**src/rtl/stopwatch_pkg.sv**
```systemverilog
// Shared stopwatch types and sizes, used by stopwatch_timer and its lap FIFO.
package stopwatch_pkg;

  localparam int unsigned COUNT_W   = 16;
  localparam int unsigned LAP_DEPTH = 4;

  typedef logic [COUNT_W-1:0] sw_count_t;

endpackage

```
**src/rtl/rise_edge_detect.sv**
```systemverilog
// Rising-edge detector. The history register resets high, so a level that is
// already high when reset releases is not reported as an edge.
module rise_edge_detect (
  input  logic clk,
  input  logic reset,
  input  logic sig,
  output logic rise
);

  logic r_sig_q;

  always_ff @(posedge clk or negedge reset) begin
    if (!reset) begin
      r_sig_q <= 1'b1;
    end else begin
      r_sig_q <= sig;
    end
  end

  assign rise = sig & ~r_sig_q;

endmodule

```
**src/rtl/stopwatch_lap_fifo.sv**
```systemverilog
// Lap snapshot queue: captures the stopwatch count on each lap rising edge and
// presents the snapshots first-word-fall-through on a valid/ready port.
module stopwatch_lap_fifo
  import stopwatch_pkg::*;
#(
  parameter int unsigned WIDTH = COUNT_W,
  parameter int unsigned DEPTH = LAP_DEPTH
) (
  input  logic                     clk,
  input  logic                     reset,
  input  logic [WIDTH-1:0]         count,
  input  logic                     lap,
  input  logic                     clear,
  output logic [WIDTH-1:0]         out_data,
  output logic                     out_valid,
  input  logic                     out_ready,
  output logic [$clog2(DEPTH):0]   level,
  output logic                     overflow
);

  localparam int unsigned PtrW = $clog2(DEPTH);
  localparam int unsigned LvlW = PtrW + 1;

  logic [WIDTH-1:0] r_mem [DEPTH];
  logic [PtrW-1:0]  r_wr_ptr, r_rd_ptr;
  logic [LvlW-1:0]  r_level, w_level_nxt;
  logic             r_overflow;
  logic             w_lap_rise, w_full, w_pop, w_push, w_drop;

  rise_edge_detect u_lap_edge (
    .clk   (clk),
    .reset (reset),
    .sig   (lap),
    .rise  (w_lap_rise)
  );

  assign w_full = (r_level == LvlW'(DEPTH));
  assign w_pop  = out_valid & out_ready;
  // A full queue still accepts a lap when the head leaves in the same cycle.
  assign w_push = w_lap_rise & (~w_full | w_pop);
  assign w_drop = w_lap_rise & w_full & ~w_pop;

  always_comb begin
    w_level_nxt = r_level;
    unique case ({w_push, w_pop})
      2'b10:   w_level_nxt = r_level + LvlW'(1);
      2'b01:   w_level_nxt = r_level - LvlW'(1);
      default: w_level_nxt = r_level;
    endcase
  end

  always_ff @(posedge clk or negedge reset) begin
    if (!reset) begin
      r_wr_ptr   <= '0;
      r_rd_ptr   <= '0;
      r_level    <= '0;
      r_overflow <= 1'b0;
    end else if (clear) begin
      r_wr_ptr   <= '0;
      r_rd_ptr   <= '0;
      r_level    <= '0;
      r_overflow <= 1'b0;
    end else begin
      if (w_push) r_wr_ptr <= r_wr_ptr + PtrW'(1);
      if (w_pop)  r_rd_ptr <= r_rd_ptr + PtrW'(1);
      if (w_drop) r_overflow <= 1'b1;
      r_level <= w_level_nxt;
    end
  end

  always_ff @(posedge clk) begin
    if (w_push && !clear) r_mem[r_wr_ptr] <= count;
  end

  assign out_valid = (r_level != '0);
  assign out_data  = r_mem[r_rd_ptr];
  assign level     = r_level;
  assign overflow  = r_overflow;

endmodule

```
**config.mk**
```make
export PLATFORM = sky130hd
export DESIGN_NAME = stopwatch_lap_fifo
export DESIGN_NICKNAME = d
export VERILOG_FILES = /design/src/rtl/stopwatch_pkg.sv /design/src/rtl/rise_edge_detect.sv /design/src/rtl/stopwatch_lap_fifo.sv
export SDC_FILE = /design/constraint.sdc
export NUM_CORES = 1
export LEC_CHECK = 0
export CAP_MARGIN = 20
export CORE_UTILIZATION = 50
export CTS_CLUSTER_DIAMETER = 80
export DETAILED_ROUTE_END_ITERATION = 10
export GPL_ROUTABILITY_DRIVEN = 0
export PLACE_DENSITY = 0.8
export SLEW_MARGIN = 20
export SYNTH_ARGS = -nofsm -noshare
export SYNTH_HDL_FRONTEND = slang
export SYNTH_SLANG_ARGS = --single-unit
```
**constraint.sdc**
```tcl
create_clock -name clk -period 5.7 [get_ports clk]
set_input_delay 1.71 -clock clk [delete_from_list [all_inputs] [get_ports clk]]
set_output_delay 1.71 -clock clk [all_outputs]
set_load 0.02 [all_outputs]
```
* After elaboration in Yosys (flattened, before gate mapping)
Memory sizes are Yosys's and may differ from the RTL's.
Index checks and enable logic that the tools add are counted.
** Cells by class
- Add/subtract/negate cells :: 4
- Equality and inequality tests :: 3
- Multiplexer cells :: 10
- Bitwise operators :: 9
- Reductions and logical operators :: 7
** Operators with widths (number)
- 2-bit 2-to-1 mux :: 4
- 3-bit case mux with 2 select lines :: 1
- 2-bit nonzero test :: 3
- 3-bit nonzero test :: 2
- 1-bit bitwise AND :: 5
- 2-bit by 1-bit adder with 2-bit output, second input constant :: 2
- 1-bit 2-to-1 mux :: 4
- 3-bit by 1-bit adder with 3-bit output, second input constant :: 1
- 3-bit equality test, second input constant :: 1
- 3-bit 2-to-1 mux :: 1
- 1-bit NOT :: 3
- 3-bit by 1-bit subtractor with 3-bit output, second input constant :: 1
- 2-bit by 1-bit equality test with 1-bit output, second input constant :: 1
- 2-bit equality test, second input constant :: 1
- 1-bit logical AND :: 1
- 1-bit logical NOT :: 1
- 1-bit OR :: 1
** Storage, ports and cells
- Register bits :: 9
- Memory bits (writable) :: 64
- Input bits :: 21
- Output and inout port bits :: 21
- Logic and storage cells :: 39
- Memories :: 1
** Memories
- r_mem :: words 4, bits a word 16, rd ports 1, clocked after memory_dff 0, wr ports 1, line stopwatch_lap_fifo.sv:24 : logic [WIDTH-1:0] r_mem [DEPTH];

* Longest topological paths before layout
- Depth after elaboration :: 7
- Gate-level depth with buffers :: 7
- Mapped depth without buffers :: 7

* By module
From an unflattened synthesis, not the netlist that was laid out.
** Unflattened totals
- Cell total of the unflattened synthesis :: 150
- Area, all modules :: 2951.6 sq um
** By module, submodules not included
- stopwatch_lap_fifo :: times used 1, cells an instance 148, area each 2911.5 sq um, sequential area each 2122.0 sq um
- rise_edge_detect :: times used 1, cells an instance 2, area each 40.0 sq um, sequential area each 26.3 sq um

* Worst setup path before layout
OpenSTA, ideal clock, no wires.
- Path kind :: input port to flip-flop
- Start point :: input port clear
- End point :: memory r_mem[0][0] (netlist name), enable pin
- Setup time :: 374 ps
- Data arrival time :: 2642 ps
- Required time :: 5326 ps
- Path slack :: 2684 ps
- Stages :: 3
- Path buffers :: 1
- Cells stage by stage :: buf_1 nor3_1 and2_1
** On the way
- Longest elaborated chain between the ends :: 4
** Ends and longest elaborated chain
- start, declared :: line stopwatch_lap_fifo.sv:13 : input logic clear,
- 1-bit logical NOT :: line stopwatch_lap_fifo.sv:72 : if (w_push && !clear) r_mem[r_wr_ptr] <= count;
- 1-bit logical AND :: line stopwatch_lap_fifo.sv:72
- 1-bit 2-to-1 mux :: line stopwatch_lap_fifo.sv:72
- 1-bit 2-to-1 mux (not written as such) :: line stopwatch_lap_fifo.sv:72
- end, declared :: line stopwatch_lap_fifo.sv:24
Every way passes these cells.

* Final worst setup path
- Start point :: register r_rd_ptr[0]
- End point :: output port out_data[9]
** On the way
- Longest elaborated chain between the ends :: 1
** Ends and longest elaborated chain
- start, declared :: line stopwatch_lap_fifo.sv:25 : logic [PtrW-1:0] r_wr_ptr, r_rd_ptr;
- start signal, assigned :: line stopwatch_lap_fifo.sv:65 : if (w_pop) r_rd_ptr <= r_rd_ptr + PtrW'(1);
- memory 4 x 16 bit
- end, declared :: line stopwatch_lap_fifo.sv:14 : output logic [WIDTH-1:0] out_data,
Every way passes these cells.

==> impl_results.md <==
* DRC Markers at 0
* Mapped cell area at approximately 2900 um2
* Biggest area consumer among synthesized cells: edfxtp_1
* Clock Skews at between 0.008 and 0.009 ns
* IO Pins at 42
* Initial antenna violation count at 0
* Fmax at 0.255 GHz
* TritonCTS buffer count at 9
* Largest net degree at the start of global routing at 19
* Total grt overflow at 0
* Die area at 6080 um2
* Synthesized flop and latch total at 73
* Max-slew violation count at 0
* Vias at approximately 1,500
* Antenna diode count at 0
* WP data required at 3.99 ns
* MaxCap Viol Count at 0
* Starting Density at 52.1%
* First-pass GRT wire length at between 7 and 8 mm
* Post-Layout Cell Count at ~270
* Top cells by count, synth: 64 x edfxtp_1, 16 x mux4_2, 8 x dfrtp_1, 6 x nor2_1
* Core area at 5540 um2
* Placed Cells incl. Taps at 250
* Row cnt at 27
* Final-report hold violation count at 0
* IO buf count at between 40 and 50
* Slowest Stage Delay on Critical Path at 0.74 ns
* DRT Pass-1 Iters at 4
* Distinct cells, synth at 33
* Filler cells at 380
* Synth warn at 0
* Type of origin of the critical path: flip-flop
* Cell family with most CP delay: flip-flops
* Final Power at 1.29 mW
* Cts hold-fix bufs at 0
* Crit-path cells: mux4_2, clkdlybuf4s50_1
* Worst slew margin at 42.6%
* Vias in the first global route at roughly 1,500
* Hold Path Class: flip-flop to flip-flop
* Deepest clock path buffer count at 2
* Power Density at 362 nW/um2
* Worst IR drop on VDD at 0.185 mV
* Asr flop ratio synth at 12.3%
* Post-DP HPWL at 3.09 mm
* WL/cell at 18.0 um
* Setup CP Type: flip-flop to output port
* Gates resized, CTS repair at 0
* CP max FO at 18
* Die Y at 77.9 um
* Count leader, synth: edfxtp_1
* Buf/Inv on CP at 1
* Outcome: complete, no violations
* Main synth FF type: edfxtp_1
* Min Tclk post-route at 3.93 ns
* H-Tree Depth at 3
* Layout cells sized above 1 at 19.1%
* Mean number of vias per cell at 5.50
* Total track usage at 17.2%
* Layout net count at 215
* Syn Area/Cell at 20.3 um2
* Final Cell Area at about 3600 um2
* Postcts setup bufs at 0
* RR Startpoint: level[1]$_DFFE_PN0P_
* Core Util, Final at 64.4%
* Tcrit/Tclk final at 68.9%
* Actual slew at the worst max-slew pin at 0.862 ns
* DIE WIDTH at just under 80 um
* CTS Root Buffer Type: clkbuf_8
* Ranking of synthesized cells by area: edfxtp_1 67%, mux4_2 12%, dfrtp_1 6.9%
* Area share of the largest cell type after synthesis at about two thirds
* Number of enable flip-flop cells after synthesis at 64
* Reg clk slew, reported paths at 0.07 ns
* RSZ-0062 raised after global routing: false
* CP arrival at 2.22 ns
* 1st-iter DRT viols at between 60 and 70
* Seq/Total Area, Yosys at between 70% and 80%
* Final wirelength at approximately 4.8 mm
* CTS tree: built
* Clk sinks at 73
* Mapped Cells at 142
* Final setup fails at 0
* Slowest CP cell: dfrtp_2
* Reg2reg setup slack at 3.50 ns
* TNS Setup at 0 ns
* Clock Latency Late Sink at 0.33 ns
* Area delta synth->final at 23.7%
* Worst R2R Path Depth at 3
* Leak at around 1.2 nW
* Placement Cell Area at 3360 um2
* HP Start: overflow$_DFFE_PN0P_
* Worst Hold Path EP: overflow$_DFFE_PN0P_
* Syn Nets at 168
* ANT nets after route at 0
* Nature of the critical path endpoint: output port
* Hold Path Stages at 2
* Reg2reg end: r_mem[2][9]$_DFFE_PP_
-- worst register-to-register path, stage by stage (launching register included) --
cell and delay (ns):
dfrtp_1 0.49, nor4b_1 0.65, nor3_1 0.18, and2_1 0.50
-- layout make-up --
class,instances,area [um2],share of cell area (%)
flip-flops and latches,73,2150,60.3
multi-input cells,61,697,19.5
repair buffers,41,410,11.5
clock buffers,9,124,3.47
well taps,72,90.1,2.53
clock inverters,7,85.1,2.39
inverters,3,11.3,0.316
-- logic make-up after synthesis --
group | synth area share, %
AOI/OAI and AO/OA | 3.04
xor gates and xnor gates | 0.911
adders and majority gates | 2.43
buffers and inverters | 1.34
DFF | 74.5
muxes | 12.5
and+or+nand+nor | 5.29
-- registers in the layout, indices dropped and copies added, names as in the netlist --
signal / flops
level: 3
overflow: 1
r_mem: 64
r_rd_ptr: 2
r_wr_ptr: 2
u_lap_edge.r_sig_q: 1
-- metal layers --
layer / vias up / track usage, % / share of wire [%]
met5: - / 0 / 0
met4: 0 / 9.63 / 2.0
met2: 46 / 28.3 / 50
met1: 741 / 20.4 / 43
met3: 13 / 5.18 / 5.1
li1: 662 / - / -
-- how the worst max path moves through the flow --
stage	from	to	slack (ns)	depth (start not counted)
detailed placement	r_rd_ptr[0]$_DFFE_PN0P_	out_data[9]	1.70	2
finish	r_rd_ptr[0]$_DFFE_PN0P_	out_data[9]	1.77	2
global route	r_rd_ptr[0]$_DFFE_PN0P_	out_data[9]	1.64	2
CTS	r_rd_ptr[0]$_DFFE_PN0P_	out_data[9]	1.34	2
floorplan	clear	r_mem[0][0]$_DFFE_PP_	2.68	3
global placement	r_rd_ptr[0]$_DFFE_PN0P_	out_data[9]	1.72	2
-- per-stage QoR --
stage	hold slack (ns)	setup WS, ns
detailed placement	0.494	1.70
global placement	0.488	1.72
floorplan	0.560	2.68
global route	0.554	1.64
CTS	0.515	1.34
finish	0.521	1.77
-- power breakdown --
group | switching, mW | internal [mW]
Clock | 0.176 | 0.242
Combinational | 0.100 | 0.134
Sequential | 0.0403 | 0.597
-- cells in the final DEF (no fill, tap or decap), drive strengths merged, types with 2 or more instances in the layout --
cell,n
a21oi,4
and2,4
bufinv,2
clkbuf,9
clkdlybuf4s50,41
clkinv,4
dfrtp,8
edfxtp,64
ha,4
inv,3
mux4,16
nand3,2
nor2,7
nor3,4
nor4b,2
o21ai,2
o21bai,2
xnor2,2
Power figures use the tool's default switching activity.
